==> src/rtl/instruction_queue.sv <==
// Prefetch queue of opcode/operand bytes between the data bus and the decoder.
// Bytes are captured on a phi2-qualified fetch strobe; the oldest byte is presented to the decoder.
module instruction_queue #(
  parameter int                DATA_W       = 8,
  parameter int                DEPTH        = 4,
  parameter logic [DATA_W-1:0] RESET_OPCODE = '0
) (
  input  logic                         fclk,
  input  logic                         reset,
  input  logic [DATA_W-1:0]            data_in,
  input  logic                         phi2,
  input  logic                         ir_signal,
  input  logic                         pop,
  input  logic                         flush,
  output logic [DATA_W-1:0]            instruction_decode_out,
  output logic                         opcode_valid,
  output logic                         full,
  output logic [$clog2(DEPTH+1)-1:0]   count,
  output logic                         error
);

  localparam int PTR_W = $clog2(DEPTH);
  localparam int CNT_W = $clog2(DEPTH+1);
  localparam logic [PTR_W-1:0] PTR_ONE = PTR_W'(1);
  localparam logic [CNT_W-1:0] CNT_ONE = CNT_W'(1);
  localparam logic [CNT_W-1:0] CNT_MAX = CNT_W'(DEPTH);

  logic [DATA_W-1:0] mem [DEPTH];
  logic [PTR_W-1:0]  wr_ptr;
  logic [PTR_W-1:0]  rd_ptr;
  logic [DATA_W-1:0] hold;

  logic             push_en;
  logic             pop_en;
  logic             push_acc;
  logic             overflow;
  logic             underflow;
  logic             mem_we;
  logic [PTR_W-1:0] mem_waddr;

  always_comb begin
    push_en   = ir_signal & phi2;
    pop_en    = pop & (count != '0);
    // A full queue still accepts a push when the head leaves in the same cycle.
    push_acc  = push_en & (~full | pop_en);
    overflow  = push_en & full & ~pop_en;
    underflow = pop & (count == '0);
    mem_we    = flush ? push_en : push_acc;
    mem_waddr = flush ? '0 : wr_ptr;
  end

  // Storage: no reset, contents are only meaningful below count.
  always_ff @(posedge fclk) begin
    if (mem_we) begin
      mem[mem_waddr] <= data_in;
    end
  end

  // Control state: pointers, occupancy, held head value and sticky error.
  always_ff @(posedge fclk or posedge reset) begin
    if (reset) begin
      wr_ptr <= '0;
      rd_ptr <= '0;
      count  <= '0;
      error  <= 1'b0;
      hold   <= RESET_OPCODE;
    end else if (flush) begin
      // Branch: drop everything, optionally reloading the target byte into slot 0.
      rd_ptr <= '0;
      error  <= 1'b0;
      if (push_en) begin
        wr_ptr <= PTR_ONE;
        count  <= CNT_ONE;
      end else begin
        wr_ptr <= '0;
        count  <= '0;
      end
    end else begin
      if (push_acc) begin
        wr_ptr <= wr_ptr + PTR_ONE;
      end
      if (pop_en) begin
        rd_ptr <= rd_ptr + PTR_ONE;
        hold   <= mem[rd_ptr];
      end
      case ({push_acc, pop_en})
        2'b10:   count <= count + CNT_ONE;
        2'b01:   count <= count - CNT_ONE;
        default: count <= count;
      endcase
      if (overflow | underflow) begin
        error <= 1'b1;
      end
    end
  end

  always_comb begin
    opcode_valid           = (count != '0);
    full                   = (count == CNT_MAX);
    instruction_decode_out = opcode_valid ? mem[rd_ptr] : hold;
  end

endmodule

==> config.mk <==
export PLATFORM = sky130hd
export DESIGN_NAME = instruction_queue
export DESIGN_NICKNAME = d
export VERILOG_FILES = /design/src/rtl/instruction_queue.sv
export SDC_FILE = /design/constraint.sdc
export NUM_CORES = 1
export LEC_CHECK = 0
export ABC_CLOCK_PERIOD_IN_PS = 4400
export BUFFER_PORTS_ARGS = -buffer_cell sky130_fd_sc_hd__buf_2
export CORE_MARGIN = 2
export CORE_UTILIZATION = 30
export CTS_BUF_LIST = sky130_fd_sc_hd__clkbuf_2
export DETAILED_ROUTE_END_ITERATION = 10
export GPL_ROUTABILITY_DRIVEN = 0
export PLACE_DENSITY = 0.54
export SLEW_MARGIN = 10
export SYNTH_ARGS = -nofsm -noshare
export SYNTH_HDL_FRONTEND = slang
export SYNTH_SLANG_ARGS = --single-unit
==> constraint.sdc <==
create_clock -name fclk -period 4.4 [get_ports fclk]
set_input_delay 0.66 -clock fclk [delete_from_list [all_inputs] [get_ports fclk]]
set_output_delay 0.66 -clock fclk [all_outputs]
set_load 0.05 [all_outputs]
==> results of run 1 <==
## worst max-delay path by stage
stage                                            to  slack (ps)  depth (start not counted)
after floorplan                           mem[2][0]        1940                          5
after global placement                    mem[0][5]        1640                          4
after detailed placement                  mem[0][5]        1580                          4
after CTS                 instruction_decode_out[2]        1390                          3
after global routing      instruction_decode_out[7]        1310                          3
final                     instruction_decode_out[7]        1460                          3
## metal layers
| metal | wire length, um | share of wire (%) | vias to the layer above |
|---|---|---|---|
| met3 | 122 | 3.3 | 6 |
| met2 | 1860 | 50 | 19 |
| met5 | 0 | 0 | - |
| met1 | 1690 | 45 | 626 |
| met4 | 70 | 1.9 | 0 |
| li1 | - | - | 597 |
## cell families after synthesis
family / after synthesis / synth area share, %
mux: 25 / 17.0
buf+inv: 18 / 3.86
compound gates: 20 / 7.54
fa+ha+maj: 1 / 0.921
flops: 48 / 62.6
xor+xnor: 2 / 0.806
simple gates: 26 / 7.20
## cell usage after synthesis, types with 2 or more instances
library cell  number
edfxtp_1          32
dfrtp_1           16
mux2_2            16
inv_1              8
mux4_2             8
nor2_1             5
buf_2              4
clkbuf_1           4
nand2_1            4
nor4_1             3
a311o_1            2
and2_1             2
nand2b_1           2
o21ai_0            2
o311ai_0           2
xor2_1             2
## sequential cells by signal, indices dropped and copies added (netlist names)
name    count
wr_ptr      2
hold        8
count       3
rd_ptr      2
error       1
mem        32
## layout make-up
| cell class | count | area share, % |
|---|---|---|
| tap | 99 | 4.96 |
| sequential | 48 | 54.6 |
| timing repair buffer | 30 | 6.32 |
| multi-input combinational | 74 | 29.2 |
| inverter | 8 | 1.20 |
| clock inverter | 3 | 2.76 |
| clock buffer | 5 | 1.00 |
## stage by stage
stage               std cells  total power, mW  utilization, %  setup slack (ps)  hold slack, ps
floorplan                 140             1.05               -              1940             475
global placement          259             1.15            33.6              1640             483
detailed placement        259             1.15            33.6              1580             490
CTS                       267             1.45            35.0              1390             279
global route              267             1.51            35.0              1310             291
finish                    267             1.43            35.0              1460             256
## critical path: stages (launching register included)
cell     delay [ps]
dfrtp_1         770
mux4_2          620
mux2_2          280
buf_2           210
## power by group
| group | switching [mW] | internal (mW) |
|---|---|---|
| clock | 0.140 | 0.155 |
| sequential | 0.0576 | 0.540 |
| combinational | 0.353 | 0.187 |
## cells in the final DEF, fill, tap and decap left out, types with 2 or more instances in the layout
master / count
and2_1: 2
bufinv_16: 2
nand2b_1: 2
buf_4: 3
mux2_2: 16
nand2_1: 4
clkbuf_2: 5
edfxtp_1: 32
a311o_1: 2
mux4_2: 8
nor2_1: 5
inv_1: 8
dfrtp_1: 16
nor4_1: 3
xor2_1: 2
o311ai_0: 2
buf_2: 27
==> summary.md, run 1 <==
| Metric | Value |
|---|---|
| Row count | `31` |
| Req. time, crit path | `3740 ps` |
| Post-DP Area | `2400 um^2` |
| RR Startpoint | `count[2]` |
| Crit start category | `register` |
| Die H | `89.1 um` |
| # resized after CTS | `0` |
| Total die area | `7940 um^2` |
| Hold buffers post-CTS | `0` |
| FF+latch area | `1360 um^2` |
| Most congested layer reported by global routing | `met2` |
| Synth cell types | `44` |
| Synth warnings | `0` |
| Layout area overhead | `14.8%` |
| TritonCTS clock tree | `yes` |
| Clk pin slew, worst setup/hold paths | `around 250 ps` |
| Slew Limit Fails | `0` |
| Initial Util | `30.5%` |
| Post-synth EDFFs | `32` |
| Synth Register Bits | `48` |
| Synth top area share | `about 44%` |
| Mapped Area | `2170 um^2` |
| Reg2Reg Depth | `6` |
| Antenna fix cells | `0` |
| Filler cells | `712` |
| Remaining Overflow, GRT | `0` |
| Post-route ant nets | `0` |
| Flop2flop setup slack | `2010 ps` |
| DR vias | `between 1,000 and 1,500` |
| Die width | `89.1 um` |
| Via/cell ratio | `between 4 and 5` |
| Leakage | `0.918 nW` |
| Root buffer cell | `clkbuf_2` |
| Worst Path Class, Setup | `register to output pin` |
| Async set-reset flop share out of synthesis | `between 30% and 40%` |
| Critical path arrival | `2280 ps` |
| WL/cell | `around 14 um` |
| Top FF cell, synth | `edfxtp_1` |
| Layout cells sized above 1 | `between 30% and 40%` |
| CP Launch Point | `rd_ptr[0]` |
| Initial antenna violation count | `0` |
| Met2 Track Usage GR | `around 17%` |
| Total negative slack | `0 ps` |
| Avg Inst Size Synth | `between 15 and 20 um^2` |
| Max Freq | `340 MHz` |
| CTS buffer count | `5` |
| Layout Skew | `21.2 ps` |
| Crit share post-route | `approximately two thirds` |
| Max Fanout on Critical Path | `10` |
| Yosys top cell by area | `edfxtp_1` |
| Max Buffers Root-to-Sink | `2` |
| All-Layer GR Usage | `between 10% and 20%` |
| Post-DP HPWL | `2570 um` |
| CP endpoint kind | `output pin` |
| Clock sinks | `48` |
| First-pass detailed-route iteration total | `4` |
| Fin. Hold Viols | `0` |
| RR Endpoint | `count[2]` |
| Final nets | `approximately 180` |
| Max Cap Violations | `0` |
| Peak supply drop | `0.000184 V` |
| Post-synthesis sequential area ratio | `62.6%` |
| Shortest period the worst path allows | `2940 ps` |
| Vias in the first global route | `1,163` |
| Synth top area cells | `edfxtp_1 (44%), dfrtp_1 (18%), mux2_2 (8.3%), mux4_2 (8.3%), inv_1 (1.4%)` |
| Setup bufs post-CTS | `0` |
| Post-synthesis instance total | `140` |
| First-pass GRT wire length | `slightly below 6000 um` |
| Fin area | `2490 um^2` |
| Setup-failing EPs final | `0` |
| Remaining DRCs | `0` |
| Power per cell area | `between 500 and 600 nW/um^2` |
| Multi-input combinational cell area | `728 um^2` |
| M3 GR Usage | `around 2.5%` |
| GRT met1 Usage | `13.0%` |
| Post-Syn Nets | `155` |
| Core box area | `just over 7000 um^2` |
| Slew @ Worst Pin | `784 ps` |
| Largest net degree at the start of global routing | `19` |
| H-tree depth | `2` |
| Slew HR | `47.4%` |
| 1st-iter DRT viols | `between 60 and 70` |
| Status | `complete, no violations` |
| Setup repair after global routing missed its margin | `no` |
| Clk_lat worst skew | `420 ps` |
| Boundary Pins | `28` |
| DRT Wirelength | `3740 um` |
| Min-Delay Path Class | `primary input to async pin` |
| PortBufs | `27` |
Note: power is estimated with default switching activity, not from simulation.
==> run 2: changes to the inputs <==
- ABC_AREA: default -> 1
- ABC_CLOCK_PERIOD_IN_PS: 4400 -> 2550
- PLACE_DENSITY: 0.54 -> 0.56
- clock period: 4.4 -> 2.55 ns (I/O delays scaled with it)
==> run 2 against run 1 <==
Via count rose by 16%. Worst hold slack got worse by 120 ps. Global-route usage rose by 1.1 points. Synthesized cell count rose by 46%. Sequential power rose by 72%. Clock power rose by 41%. Sequential cell count did not move. Combinational power rose by 120%. Final area fell by 1.4%.
==> summary.md, run 2 <==
| Metric | Value |
|---|---|
| Layout Skew | `16.8 ps (was 21.2 ps)` |
| Layout cells sized above 1 | `22.7% (was 39.9%)` |
| Fin. Hold Viols | `0 (unchanged)` |
| Yosys top cell by area | `edfxtp_1 (unchanged)` |
| Post-synth EDFFs | `32 (unchanged)` |
| Final nets | `252 (was 182)` |
| Slew @ Worst Pin | `763 ps (was 784 ps)` |
| Commonest non-fill, non-tap cell in the layout | `nand2_1 (was edfxtp_1)` |
| Clk_lat worst skew | `420 ps (about the same)` |
| Via/cell ratio | `4.34 (was 4.67)` |
| Crit start category | `register (unchanged)` |
| Clock power frac | `15.8% (was 20.6%)` |
| Max Buffers Root-to-Sink | `2 (unchanged)` |
| DRT Wirelength | `4040 um (was 3740 um)` |
| H-tree depth | `2 (unchanged)` |
| Cell Int Power | `1.40 mW (was 882 uW)` |
| Post-synthesis instance total | `205 (was 140)` |
| Critical path arrival | `1900 ps (was 2280 ps)` |
| Boundary Pins | `28 (unchanged)` |
| Die H | `88.4 um (was 89.1 um)` |
| Fin area | `2460 um^2 (was 2490 um^2)` |
| 1st-iter DRT viols | `98 (was 66)` |
| All-Layer GR Usage | `11.3% (was 10.2%)` |
| Seq pwr share | `39.0% (was 41.7%)` |
| Peak supply drop | `0.000307 V (was 0.000184 V)` |
| DR vias | `1,450 (was 1,248)` |
| Final Core Density | `36.0% (was 35.0%)` |
| Multi-input combinational cell area | `646 um^2 (was 728 um^2)` |
| Initial antenna violation count | `0 (unchanged)` |
| TritonCTS clock tree | `yes (unchanged)` |
| Top-count cell post-synth | `nand2_1 (was edfxtp_1)` |
| Shortest period the worst path allows | `2280 ps` |
| Synth top area cells | `edfxtp_1 (45%), dfrtp_1 (19%), nand2_1 (9.8%), o21ai_1 (3.3%), nand3_1 (3.0%) (was edfxtp_1 (44%), dfrtp_1 (18%), mux2_2 (8.3%), mux4_2 (8.3%), inv_1 (1.4%))` |
| Worst Path Class, Setup | `register to output pin (unchanged)` |
| Req. time, crit path | `2170 ps (was 3740 ps)` |
| Regs by FF count | `mem (32), hold (8), count (3) (unchanged)` |
| Clk pin slew, worst setup/hold paths | `240 ps (was 250 ps)` |
| Top FF cell, synth | `edfxtp_1 (unchanged)` |
| Pwr Total | `2.63 mW (was 1.43 mW)` |
| Min-Delay Path Class | `primary input to register (was primary input to async pin)` |
| Highest-count cells in the layout ignoring fill and taps | `nand2_1 (56), edfxtp_1 (32), buf_2 (27) (was edfxtp_1 (32), buf_2 (27), mux2_2 (16), dfrtp_1 (16))` |
| Synth cell count leaders | `nand2_1 (56), edfxtp_1 (32), inv_1 (17) (was edfxtp_1 (32), dfrtp_1 (16), mux2_2 (16))` |
| First-pass GRT wire length | `6580 um (was 5970 um)` |
| WL/cell | `12.1 um (was 14.0 um)` |
| Slew HR | `49.1% (was 47.4%)` |
| Initial Util | `31.3% (was 30.5%)` |
| Psw | `1.23 mW (was 550 uW)` |
| PortBufs | `27 (unchanged)` |
| Max Freq | `438 MHz` |
| Synth Register Bits | `48 (unchanged)` |
| Antenna fix cells | `0 (unchanged)` |
| Max reg flops | `32 (unchanged)` |
| FF+latch area | `1360 um^2 (unchanged)` |
| Max Fanout on Critical Path | `17 (was 10)` |
| Clock sinks | `48 (unchanged)` |
| Largest net degree at the start of global routing | `25 (was 19)` |
| Status | `complete, no violations (unchanged)` |
| Core box area | `6830 um^2 (was 7140 um^2)` |
| Synth warnings | `0 (unchanged)` |
| Setup repair after global routing missed its margin | `no (unchanged)` |
| First-pass detailed-route iteration total | `4 (unchanged)` |
| Die width | `88.4 um (was 89.1 um)` |
| Largest reg by FF count | `mem (unchanged)` |
| Total die area | `7810 um^2 (was 7940 um^2)` |
| Filler cells | `714 (was 712)` |
| Power per cell area | `1070 nW/um^2 (was 574 nW/um^2)` |
| Synth top area share | `45.0% (was 44.2%)` |
| Synth cell types | `26 (was 44)` |
| Leakage | `1.06 nW (was 0.918 nW)` |
| Remaining Overflow, GRT | `0 (unchanged)` |
| Root buffer cell | `clkbuf_2 (unchanged)` |
| Avg Inst Size Synth | `10.4 um^2 (was 15.5 um^2)` |
| Setup-failing EPs final | `0 (unchanged)` |
| CTS buffer count | `5 (unchanged)` |
| Post-DP Area | `2380 um^2 (was 2400 um^2)` |
| Post-Syn Nets | `220 (was 155)` |
| Mapped Area | `2140 um^2 (was 2170 um^2)` |
| Combinational power share | `45.2% (was 37.7%)` |
| Post-route ant nets | `0 (unchanged)` |
| Max Cap Violations | `0 (unchanged)` |
| CP endpoint kind | `output pin (unchanged)` |
| Post-DP HPWL | `2780 um (was 2570 um)` |
| Remaining DRCs | `0 (unchanged)` |
| Slew Limit Fails | `0 (unchanged)` |
| Row count | `30 (was 31)` |
| Async set-reset flop share out of synthesis | `33.3% (unchanged)` |
| Layout area overhead | `15.1% (was 14.8%)` |
| Vias in the first global route | `1,329 (was 1,163)` |
| Post-synthesis sequential area ratio | `63.7% (was 62.6%)` |
| Sw Share | `46.8% (was 38.4%)` |
| Setup bufs post-CTS | `0 (unchanged)` |
| Crit share post-route | `89.6%` |
[run 2: changes by cell type after synthesis, moves of 4 or more]
cell / previous run / this run
a21oi_1: 1 / 12
nand3_1: 1 / 13
o21ai_0: 2 / 13
clkbuf_1: 4 / 0
o21ai_1: 0 / 14
mux2_2: 16 / 0
nand2_1: 4 / 56
mux4_2: 8 / 0
inv_1: 8 / 17
[run 2: timing repair]
action | 4_1_cts | 5_1_grt
hold buffers | 1 | 0
gates resized for setup | 0 | 0
hold endpoints to repair | 2 | 0
[run 2: power by group through the flow]
stage	sequential [mW]	combinational (mW)	clock, mW
floorplan	1.09	0.908	0
detailed placement	1.05	1.20	0
CTS	1.03	1.20	0.439
global route	1.04	1.30	0.463
global placement	1.04	1.19	0
finish	1.03	1.19	0.416
[run 2: final timing paths]
check	start	endpoint	slack (ps)	cells past startpoint
max	rd_ptr[1]	instruction_decode_out[3]	270	5
min	flush	error	130	2
max reg2reg	count[0]	mem[0][2]	550	8
min reg2reg	hold[4]	hold[4]	520	2
max in group asynchronous	reset	wr_ptr[0]	1580	3
min in group asynchronous	reset	hold[6]	550	3
[run 2: metal layers]
metal  GRT usage (%)  vias up  wire length [um]
li1                -      754                 -
met1            15.4      665              2040
met2            17.6       29              1780
met3            3.45        2               189
met4            3.31        0                27
met5               0        -                 0
[run 2: cells by family (layout without fill, tap and decap cells)]
family / count (synthesis) / after routing / share of synthesized area (%)
buffers and inverters: 29 / 62 / 6.09
adder cells (fa/ha/maj): 1 / 1 / 0.937
AND/OR/NAND/NOR: 83 / 83 / 17.7
AO/OA/AOI/OAI: 42 / 42 / 10.7
XOR/XNOR: 2 / 2 / 0.820
flip-flops: 48 / 48 / 63.7
[run 2: critical path, stage by stage (launching register included)]
cell and delay (ps):
dfrtp_1 760, a21oi_1 70, o21ai_0 100, nand2_1 130
o21ai_1 150, buf_2 280
[run 2: final cells by class]
| class | count | area share [%] |
|---|---|---|
| flip-flops and latches | 48 | 55.3 |
| multi-input cells | 128 | 26.2 |
| repair buffers | 33 | 7.43 |
| well taps | 96 | 4.88 |
| inverters | 21 | 3.20 |
| clock inverters | 3 | 1.88 |
| clock buffers | 5 | 1.02 |
[run 2: through the flow]
step | TNS [ps] | std cells | hold WS [ps] | worst slack [ps]
2_1_floorplan | -515 | 205 | 296 | -172
3_3_place_gp | 0 | 325 | 465 | 563
3_5_place_dp | 0 | 325 | 469 | 522
4_1_cts | 0 | 334 | 96.1 | 216
5_1_grt | 0 | 334 | 96.5 | 21.0
6_report | 0 | 334 | 132 | 266
==> run 3: changes to the inputs <==
- CORE_UTILIZATION: 30 -> 26
- PLACE_DENSITY: 0.56 -> 0.51
==> run 3 against run 2 <==
First-iteration DRC count decreased by 21%. Largest power group unchanged. Highest routed layer unchanged. Final cell count increased by 2.7%. Die area increased by 15%.
==> summary.md, run 3 (synthesis gave the netlist of run 2 again) <==
| Metric | Value |
|---|---|
| Power per cell area | `1030 nW/um^2 (was 1070 nW/um^2)` |
| 1st-iter DRT viols | `77 (was 98)` |
| Highest-count cells in the layout ignoring fill and taps | `nand2_1 (56), edfxtp_1 (32), buf_2 (27) (unchanged)` |
| Filler cells | `874 (was 714)` |
| Crit start category | `register (unchanged)` |
| Total die area | `8960 um^2 (was 7810 um^2)` |
| Largest net degree at the start of global routing | `25 (unchanged)` |
| FF+latch area | `1360 um^2 (about the same)` |
| Vias in the first global route | `1,369 (was 1,329)` |
| Boundary Pins | `28 (unchanged)` |
| Antenna fix cells | `0 (unchanged)` |
| WL/cell | `12.3 um (was 12.1 um)` |
| Pwr Total | `2.52 mW (was 2.63 mW)` |
| Max Freq | `444 MHz (was 438 MHz)` |
| Layout Skew | `24.4 ps (was 16.8 ps)` |
| Setup bufs post-CTS | `0 (unchanged)` |
| First-pass detailed-route iteration total | `4 (unchanged)` |
| Slew @ Worst Pin | `772 ps (was 763 ps)` |
| Final nets | `252 (unchanged)` |
| Slew Limit Fails | `0 (unchanged)` |
| Initial antenna violation count | `0 (unchanged)` |
| Total negative slack | `0 ps (unchanged)` |
| Critical path arrival | `1870 ps (was 1900 ps)` |
| Clk_lat worst skew | `410 ps (was 420 ps)` |
| Crit share post-route | `88.2% (was 89.6%)` |
| Req. time, crit path | `2170 ps (about the same)` |
| Min-Delay Path Class | `primary input to register (unchanged)` |
| Max reg flops | `32 (unchanged)` |
| CTS buffer count | `5 (unchanged)` |
| DRT Wirelength | `4230 um (was 4040 um)` |
| Shortest period the worst path allows | `2250 ps (was 2280 ps)` |
| Root buffer cell | `clkbuf_2 (unchanged)` |
| Leakage | `1.05 nW (was 1.06 nW)` |
| CP endpoint kind | `output pin (unchanged)` |
| Remaining DRCs | `0 (unchanged)` |
| Max Buffers Root-to-Sink | `2 (unchanged)` |
| Core box area | `8090 um^2 (was 6830 um^2)` |
| First-pass GRT wire length | `7070 um (was 6580 um)` |
| Setup repair after global routing missed its margin | `no (unchanged)` |
| Max Fanout on Critical Path | `16 (was 17)` |
| Placed Cells | `334 (was 325)` |
| DR vias | `1,442 (was 1,450)` |
| Peak supply drop | `0.000319 V (was 0.000307 V)` |
| Die H | `94.7 um (was 88.4 um)` |
| Max Cap Violations | `0 (unchanged)` |
| Initial Util | `26.4% (was 31.3%)` |
| Layout cells sized above 1 | `22.7% (unchanged)` |
| PortBufs | `27 (unchanged)` |
| Clock sinks | `48 (unchanged)` |
| Post-DP HPWL | `2920 um (was 2780 um)` |
| Commonest non-fill, non-tap cell in the layout | `nand2_1 (unchanged)` |
| Fin. Hold Viols | `0 (unchanged)` |
| Largest reg by FF count | `mem (unchanged)` |
| H-tree depth | `2 (unchanged)` |
| Layout Cells excl Fill | `343 (was 334)` |
| Row count | `33 (was 30)` |
| Setup-failing EPs final | `0 (unchanged)` |
| Regs by FF count | `mem (32), hold (8), count (3) (unchanged)` |
| Worst Path Class, Setup | `register to output pin (unchanged)` |
| Post-route ant nets | `0 (unchanged)` |
| Clk pin slew, worst setup/hold paths | `230 ps (was 240 ps)` |
| Slew HR | `48.5% (was 49.1%)` |
| Layout area overhead | `14.3% (was 15.1%)` |
| Remaining Overflow, GRT | `0 (unchanged)` |
| Via/cell ratio | `4.20 (was 4.34)` |
| Final Core Density | `30.2% (was 36.0%)` |
| All-Layer GR Usage | `10.6% (was 11.3%)` |
| Status | `complete, no violations (unchanged)` |
| Die width | `94.7 um (was 88.4 um)` |
| TritonCTS clock tree | `yes (unchanged)` |
| Multi-input combinational cell area | `646 um^2 (unchanged)` |
==> run 3: worst paths after layout <==
path | slack (ps) | endpoint | depth (start not counted) | start
setup / recovery | 300 | instruction_decode_out[4] | 6 | count[1]
hold / removal | 140 | error | 2 | flush
setup reg to reg | 570 | mem[0][7] | 8 | count[0]
hold reg to reg | 520 | hold[4] | 2 | hold[4]
max in group asynchronous | 1550 | rd_ptr[1] | 3 | reset
min in group asynchronous | 550 | hold[5] | 3 | reset
==> run 3: cell type report <==
type	instances	area share [%]
clock inverter	2	0.512
clock buffer	6	1.23
sequential	48	55.8
tap	105	5.38
inverter	21	3.23
timing repair buffer	33	7.48
multi-input combinational	128	26.4
==> run 3: critical path: stages, from the launching register on <==
cell and delay (ps):
dfrtp_1 500, nor2_4 200, nand2_2 120, inv_2 210, nand2_1 70, o21ai_1 100
buf_2 280
==> run 3: report_power, final <==
group          internal [mW]  total [mW]  switching (mW)
clock                 0.0711       0.311           0.240
sequential             0.942        1.03          0.0860
combinational          0.292        1.19           0.894
==> run 3: metal layers <==
metal | GRT usage (%) | share of wire, % | vias up
met2 | 15.3 | 43 | 25
met5 | 0 | 0 | -
met3 | 3.51 | 5.2 | 5
li1 | - | - | 751
met1 | 14.9 | 51 | 661
met4 | 3.62 | 1.0 | 0
==> run 3: through the flow <==
step                instance area [um^2]  hold WS, ps  setup WS [ps]
floorplan                           2140          296           -172
global placement                    2390          465            558
detailed placement                  2390          472            532
CTS                                 2440          107            128
global route                        2440         88.7           50.1
finish                              2440          139            300
==> run 3: repair_timing <==
item | 4_1_cts | 5_1_grt
resized for setup | 0 | 1
hold buffers | 1 | 0
endpoints found under the setup margin | 0 | 2
endpoints found under the hold margin | 7 | 0
